===== src/rtl/hazard_ctrl_mc.sv =====
// Hazard unit for the 5-stage pipeline: M/W forwarding, load-use and RAW interlocks,
// branch flush, multi-cycle MUL/DIV hold and a saturating stall-cycle counter.
module hazard_ctrl_mc #(
   parameter int unsigned REG_AW  = 5,
   parameter int unsigned MDU_LAT = 4,
   parameter int unsigned FWD_EN  = 1,
   parameter int unsigned CNT_W   = 16
) (
   input  logic              i_clk,
   input  logic              i_rst,
   input  logic [REG_AW-1:0] i_rs1_d,
   input  logic [REG_AW-1:0] i_rs2_d,
   input  logic [REG_AW-1:0] i_rs1_e,
   input  logic [REG_AW-1:0] i_rs2_e,
   input  logic [REG_AW-1:0] i_rd_e,
   input  logic [REG_AW-1:0] i_rd_m,
   input  logic [REG_AW-1:0] i_rd_w,
   input  logic              i_reg_write_e,
   input  logic              i_reg_write_m,
   input  logic              i_reg_write_w,
   input  logic              i_result_src_e0,
   input  logic              i_pc_src_e,
   input  logic              i_mul_div_e,
   output logic              o_stall_f,
   output logic              o_stall_d,
   output logic              o_stall_e,
   output logic              o_flush_d,
   output logic              o_flush_e,
   output logic              o_flush_m,
   output logic [1:0]        o_forward_ae,
   output logic [1:0]        o_forward_be,
   output logic              o_md_done_e,
   output logic [CNT_W-1:0]  o_stall_cnt
);

   localparam int unsigned   CW       = (MDU_LAT > 1) ? $clog2(MDU_LAT) : 1;
   localparam logic [CW-1:0] MDU_LAST = CW'(MDU_LAT - 1);
   localparam bit            FWD      = (FWD_EN != 0);

   logic [CW-1:0]    r_mdu_cnt;
   logic [CNT_W-1:0] r_stall_cnt;

   logic w_mdu_last;
   logic w_mdu_hold;
   logic w_rde_hit_d;
   logic w_rdm_hit_d;
   logic w_lw_stall;
   logic w_raw_stall;

   assign w_mdu_last  = (r_mdu_cnt == MDU_LAST);
   assign w_mdu_hold  = i_mul_div_e & ~w_mdu_last;
   assign w_rde_hit_d = (i_rd_e != '0) & ((i_rd_e == i_rs1_d) | (i_rd_e == i_rs2_d));
   assign w_rdm_hit_d = (i_rd_m != '0) & ((i_rd_m == i_rs1_d) | (i_rd_m == i_rs2_d));
   assign w_lw_stall  = i_result_src_e0 & w_rde_hit_d;
   // W never needs an interlock: the regfile writes on the falling edge.
   assign w_raw_stall = ~FWD & ((i_reg_write_e & w_rde_hit_d) | (i_reg_write_m & w_rdm_hit_d));

   always_comb begin
      o_stall_f    = 1'b0;
      o_stall_d    = 1'b0;
      o_stall_e    = 1'b0;
      o_flush_d    = 1'b0;
      o_flush_e    = 1'b0;
      o_flush_m    = 1'b0;
      o_forward_ae = 2'b00;
      o_forward_be = 2'b00;
      o_md_done_e  = 1'b0;
      if (!i_rst) begin
         if (FWD) begin
            if (i_reg_write_m && i_rd_m != '0 && i_rd_m == i_rs1_e) o_forward_ae = 2'b10;
            else if (i_reg_write_w && i_rd_w != '0 && i_rd_w == i_rs1_e) o_forward_ae = 2'b01;
            if (i_reg_write_m && i_rd_m != '0 && i_rd_m == i_rs2_e) o_forward_be = 2'b10;
            else if (i_reg_write_w && i_rd_w != '0 && i_rd_w == i_rs2_e) o_forward_be = 2'b01;
         end
         o_md_done_e = i_mul_div_e & w_mdu_last;
         if (w_mdu_hold) begin
            o_stall_f = 1'b1;
            o_stall_d = 1'b1;
            o_stall_e = 1'b1;
            o_flush_m = 1'b1;
         end else if (i_pc_src_e) begin
            o_flush_d = 1'b1;
            o_flush_e = 1'b1;
         end else if (w_lw_stall || w_raw_stall) begin
            o_stall_f = 1'b1;
            o_stall_d = 1'b1;
            o_flush_e = 1'b1;
         end
      end
   end

   assign o_stall_cnt = i_rst ? '0 : r_stall_cnt;

   always_ff @(posedge i_clk) begin
      if (i_rst) begin
         r_mdu_cnt   <= '0;
         r_stall_cnt <= '0;
      end else begin
         if (i_mul_div_e && !w_mdu_last) r_mdu_cnt <= r_mdu_cnt + CW'(1);
         else                            r_mdu_cnt <= '0;
         if (o_stall_f && r_stall_cnt != '1) r_stall_cnt <= r_stall_cnt + CNT_W'(1);
      end
   end

endmodule


===== config.mk =====
export PLATFORM = sky130hd
export DESIGN_NAME = hazard_ctrl_mc
export DESIGN_NICKNAME = d
export VERILOG_FILES = /design/src/rtl/hazard_ctrl_mc.sv
export SDC_FILE = /design/constraint.sdc
export NUM_CORES = 1
export LEC_CHECK = 0
export BUFFER_PORTS_ARGS = -buffer_cell sky130_fd_sc_hd__buf_2
export CORE_ASPECT_RATIO = 0.5
export CORE_MARGIN = 4
export CORE_UTILIZATION = 40
export CTS_CLUSTER_SIZE = 20
export DETAILED_ROUTE_END_ITERATION = 12
export GPL_ROUTABILITY_DRIVEN = 0
export PLACE_DENSITY = 0.76
export SYNTH_ARGS = -nofsm -noshare
export SYNTH_HDL_FRONTEND = slang
export SYNTH_SLANG_ARGS = --single-unit

===== constraint.sdc =====
create_clock -name i_clk -period 3.4 [get_ports i_clk]
set_clock_uncertainty 0.2 [all_clocks]
set_input_delay 0.51 -clock i_clk [delete_from_list [all_inputs] [get_ports i_clk]]
set_output_delay 0.51 -clock i_clk [all_outputs]
set_load 0.02 [all_outputs]

Word level (Yosys, flattened, before mapping)
Cells that the tools add are included.

Bits in registers: 18. Bits in latches: 0. Memory bits (writable): 0. Bits in read-only memories: 0. Input bits: 43. Word-level logic and storage cells: 52. Memories: 0.

Add/sub/neg operators: 2. Multiply operators: 0. Div/mod/pow operators: 0. Magnitude comparators: 0. Equal/unequal tests: 8. Shift operators: 0. Muxes and demuxes: 20. Bitwise gates (word level): 7. Reduce and logical (&&, ||, !) cells: 13.

Operators by type and width (count): == test 5 bit (6); adder 16 x 1 -> 16 bit (second input constant) (1); 2-to-1 mux 16 bit (1); inequality test 16 bit (second input constant) (1); 2-to-1 mux 1 bit (15); nonzero test 5 bit (3); logical AND 1 bit (8); 2-to-1 mux 2 bit (4); bitwise AND 1 bit (4); adder 2 x 1 -> 2 bit (second input constant) (1); == test 2 bit (second input constant) (1); NOT 1 bit (2); OR reduction 2 bit (1); zero test 1 bit (1); OR 1 bit (1).

Longest topological paths before layout
Word-level depth: 9. Depth in mapped cells: 7. Gate-level depth less buffers: 7.

Least setup slack after synthesis
Ideal clock, no wire load.

Path type: in2out. From: input i_rd_m[1]. To: output o_forward_ae[0]. Arrival time: 2148 ps. Required time: 2690 ps. Slack: 542 ps. Stages on the path: 4. Path through: or4_1 -> o21ai_0 -> nor3_1 -> nor4_1.

Cells in the longest elaborated chain, start to end: 5. Elaborated cells on any way between the ends: 6. Those cells by class: eq/ne (1); mux (2); reduce/logical (3).

Ends and longest elaborated chain: start: declaration (line 16) `input logic [REG_AW-1:0] i_rd_m,`; nonzero test 5 bit (line 70) `if (i_reg_write_m && i_rd_m != '0 && i_rd_m == i_rs1_e) o_forward_ae = 2'b10;`; logical AND 1 bit (line 70); logical AND 1 bit (*) (line 70); 2-to-1 mux 2 bit (*) (line 70); 2-to-1 mux 2 bit (*) (line 68) `if (!i_rst) begin`; end: declaration (line 30) `output logic [1:0] o_forward_ae,`.

Every way passes the cells marked *; elsewhere a longest branch is shown, timed or not.

Final worst setup path
From: input i_rd_e[1]. To: output o_stall_f.

Cells in the longest elaborated chain, start to end: 8. Elaborated cells on any way between the ends: 10. Those cells by class: eq/ne (2); mux (4); bitwise (3); reduce/logical (1).

Ends and longest elaborated chain: start: declaration (line 15) `input logic [REG_AW-1:0] i_rd_e,`; == test 5 bit (line 52) `assign w_rde_hit_d = (i_rd_e != '0) & ((i_rd_e == i_rs1_d) | (i_rd_e == i_rs2_d));`; OR 1 bit (line 52); bitwise AND 1 bit (*) (line 52); bitwise AND 1 bit (*) (line 54) `assign w_lw_stall = i_result_src_e0 & w_rde_hit_d;`; 2-to-1 mux 1 bit (*) (line 84) `end else if (w_lw_stall || w_raw_stall) begin`; 2-to-1 mux 1 bit (*) (line 81) `end else if (i_pc_src_e) begin`; 2-to-1 mux 1 bit (*) (line 76) `if (w_mdu_hold) begin`; 2-to-1 mux 1 bit (*) (line 68); end: declaration (line 24) `output logic o_stall_f,`.

Marks and branches as above.

==> impl_metrics.ini <==
[synthesis]
synth_common_cells = xor2_1, nor2_1, dfxtp_1
yosysMostFrequentCell = xor2_1
syn_avg_cell_area_um2 = 7.81
yosys.area.top_type_share_pct = 25.5
async_flop_share_pct = 0
netlist_top_cells_area = dfxtp_1, xor2_1, mux2_2, nor2b_1, xnor2_1
ys.warnings.count = 0
syn_nets = 226
ys_types = 32
netlist_instances = 181
ys.flop_type = dfxtp_1
ys_ff_latch = 18
yosys.area.top_type = dfxtp_1
synth.cell_area_um2 = 1410
yosysSeqAreaShare_pct = 25.5
synth_edf_count = 0

[setup_path]
reg2reg_from = r_stall_cnt[3]
reg2reg_slack_ns = 1.15
end_kind = primary output
worstSetupStartpointType = input pin
crit_type = input pin to primary output
crit_fanout = 9
r2r_cells = 5
arrival_ns = 2.37
timing.rr.end = r_stall_cnt[7]
cp.required_ns = 2.69

[clock_tree]
cts_tree = yes
clock-sinks = 18
cts_max_level = 1
cts_root_buffer = clkbuf_8
cts_max_path_buffers = 2
insertion_delay_ns = 0.25
cts_hold_buffers = 0
clkTransAtPathRegs_ns = 0.06
cts_buffers = 3
post_cts_resized = 0
post_cts_buffers = 0

[hold_path]
hold_path_depth = 1
hold_end = r_mdu_cnt[0]
min-delay-start = r_mdu_cnt[0]
hold_class = flip-flop to flip-flop

[drt]
postRouteAntennaNets = 0
wl_per_cell_um = 12.5
drt_first_pass_iters = 4
wl_mm = 3.67
route.detailed.drc = 0
num_vias = 1498
vias_per_cell = 5.11
drtIter0Drc = 90

[sta]
finalCritPeriodShare_pct = 90.6
slew_viol_final = 0
fin_ws_ns = 0.320
finalCriticalPeriod_ns = 3.08
tightest_slew_ns = 0.554
fin_tns_setup_ns = 0
relSlewSlack_pct = 63.0
hold_viol_final = 0
rsz0062_at_grt = false
fmax_mhz = 325
setup-violations-final = 0

[power_and_ir_drop]
seqPwrFrac_pct = 46.1
p_sw_share_pct = 27.1
leakage_uw = 0.000829
powerDensity_nw_per_um2 = 255
internal_power_uw = 340
ir_drop_mv = 0.0981
finalPower_uw = 466
switchingPower_uw = 127
clockPowerShare_pct = 31.2
power_frac_comb_pct = 22.7

[final_layout]
final_cells = 293
multiInputGateArea_um2 = 985
fillerInstances = 313
antenna_cells = 0
postLayoutCellArea_um2 = 1830
layout-drive-gt1-share_pct = 33.1
nets = 292
syn_to_final_growth_pct = 29.3
seqCellArea_um2 = 360

[place]
post-place-ws_ns = 0.340
hpwl_mm = 3.04
port_buffers = 68
post-place-cells = 290
placed_cell_area_um2 = 1790

[floorplanning]
core-area_um2 = 3190
row_count = 14
die_area_um2 = 4610
die_h_um = 50.0
ios = 70
die_x_um = 92.1
start_util_pct = 44.3

[global_route]
grt_use_total_pct = 15.8
antenna_found_initial = 0
grt_max_degree = 35
grt_pass1_vias = 1388
grt_pass1_wl_mm = 5.98
gr-total-overflow = 0

[status]
status = finished, final reports clean

[flow_run]
drv_cap = 0
## how the worst max path moves through the flow
stage	from	end	slack (ns)
finish	i_rd_e[1]	o_stall_f	0.32
global route	i_rd_e[1]	o_stall_f	0.21
CTS	i_rd_e[1]	o_stall_f	0.34
detailed placement	i_rd_e[1]	o_stall_f	0.34
global placement	i_rd_e[1]	o_stall_d	0.39
floorplan	i_rd_m[1]	o_forward_ae[0]	0.54
## cell families (layout without fill, tap and decap cells)
| logic type | count (synthesis) | count (layout) | synth area share [%] |
|---|---|---|---|
| compound gates | 16 | 16 | 7.26 |
| buf+inv | 16 | 80 | 4.87 |
| fa+ha+maj | 2 | 2 | 1.77 |
| mux | 11 | 11 | 8.76 |
| simple gates | 88 | 88 | 33.3 |
| xor+xnor | 30 | 30 | 18.6 |
| flops | 18 | 18 | 25.5 |
## cells in the final DEF (no fill, tap or decap), types with 2 or more instances in the layout
cell type  synthesis  layout
and3_1             3       3
nor4_1             7       7
or3_1              2       2
ha_1               2       2
nor2b_1           14      14
nor2_1            19      19
xor2_1            20      20
and2_1             2       2
o21ai_0            5       5
nand4_1            5       5
dfxtp_1           18      18
mux2_1             3       3
mux2_2             8       8
o31ai_1            3       3
inv_1              6       6
or4_1              7       7
buf_2              1      68
nand2_1            9       9
clkbuf_8           0       3
a21oi_1            4       4
nand3_1           10      10
nor3_1             8       8
xnor2_1           10      10
buf_4              2       2
## final cells by class
cell class | instances | area share (%)
Multi-Input combinational cell | 147 | 53.9
Inverter | 7 | 1.44
Timing Repair Buffer | 70 | 19.4
Clock buffer | 3 | 2.26
Tap cell | 48 | 3.29
Sequential cell | 18 | 19.7
## registers in the layout, indices dropped and copies added, names as in the netlist
register,flops
r_mdu_cnt,2
r_stall_cnt,16
## worst max-delay path, stage by stage
cell	delay, ns
buf_2	0.12
or4_1	0.51
o21ai_0	0.29
o41a_1	0.34
clkinv_1	0.33
buf_2	0.26
## routing by layer
| metal | up-vias | GRT usage [%] | share of wire [%] |
|---|---|---|---|
| met3 | 4 | 3.34 | 6.2 |
| li1 | 770 | - | - |
| met5 | - | 0 | 0 |
| met4 | 0 | 3.94 | 0.76 |
| met1 | 674 | 19.8 | 44 |
| met2 | 50 | 27.7 | 49 |
## power groups by stage
stage / Sequential [uW] / Combinational (uW) / Clock, uW
finish: 215 / 106 / 145
global route: 215 / 118 / 163
CTS: 215 / 107 / 154
detailed placement: 220 / 107 / 0
global placement: 220 / 104 / 0
floorplan: 219 / 58.7 / 0
## per-stage QoR
stage               hold slack, ns  util, %
floorplan                    0.199        -
global placement             0.211     56.0
detailed placement           0.216     56.0
CTS                          0.226     57.3
global route                 0.251     57.3
finish                       0.221     57.3
Note: power is estimated with default switching activity, not from simulation.
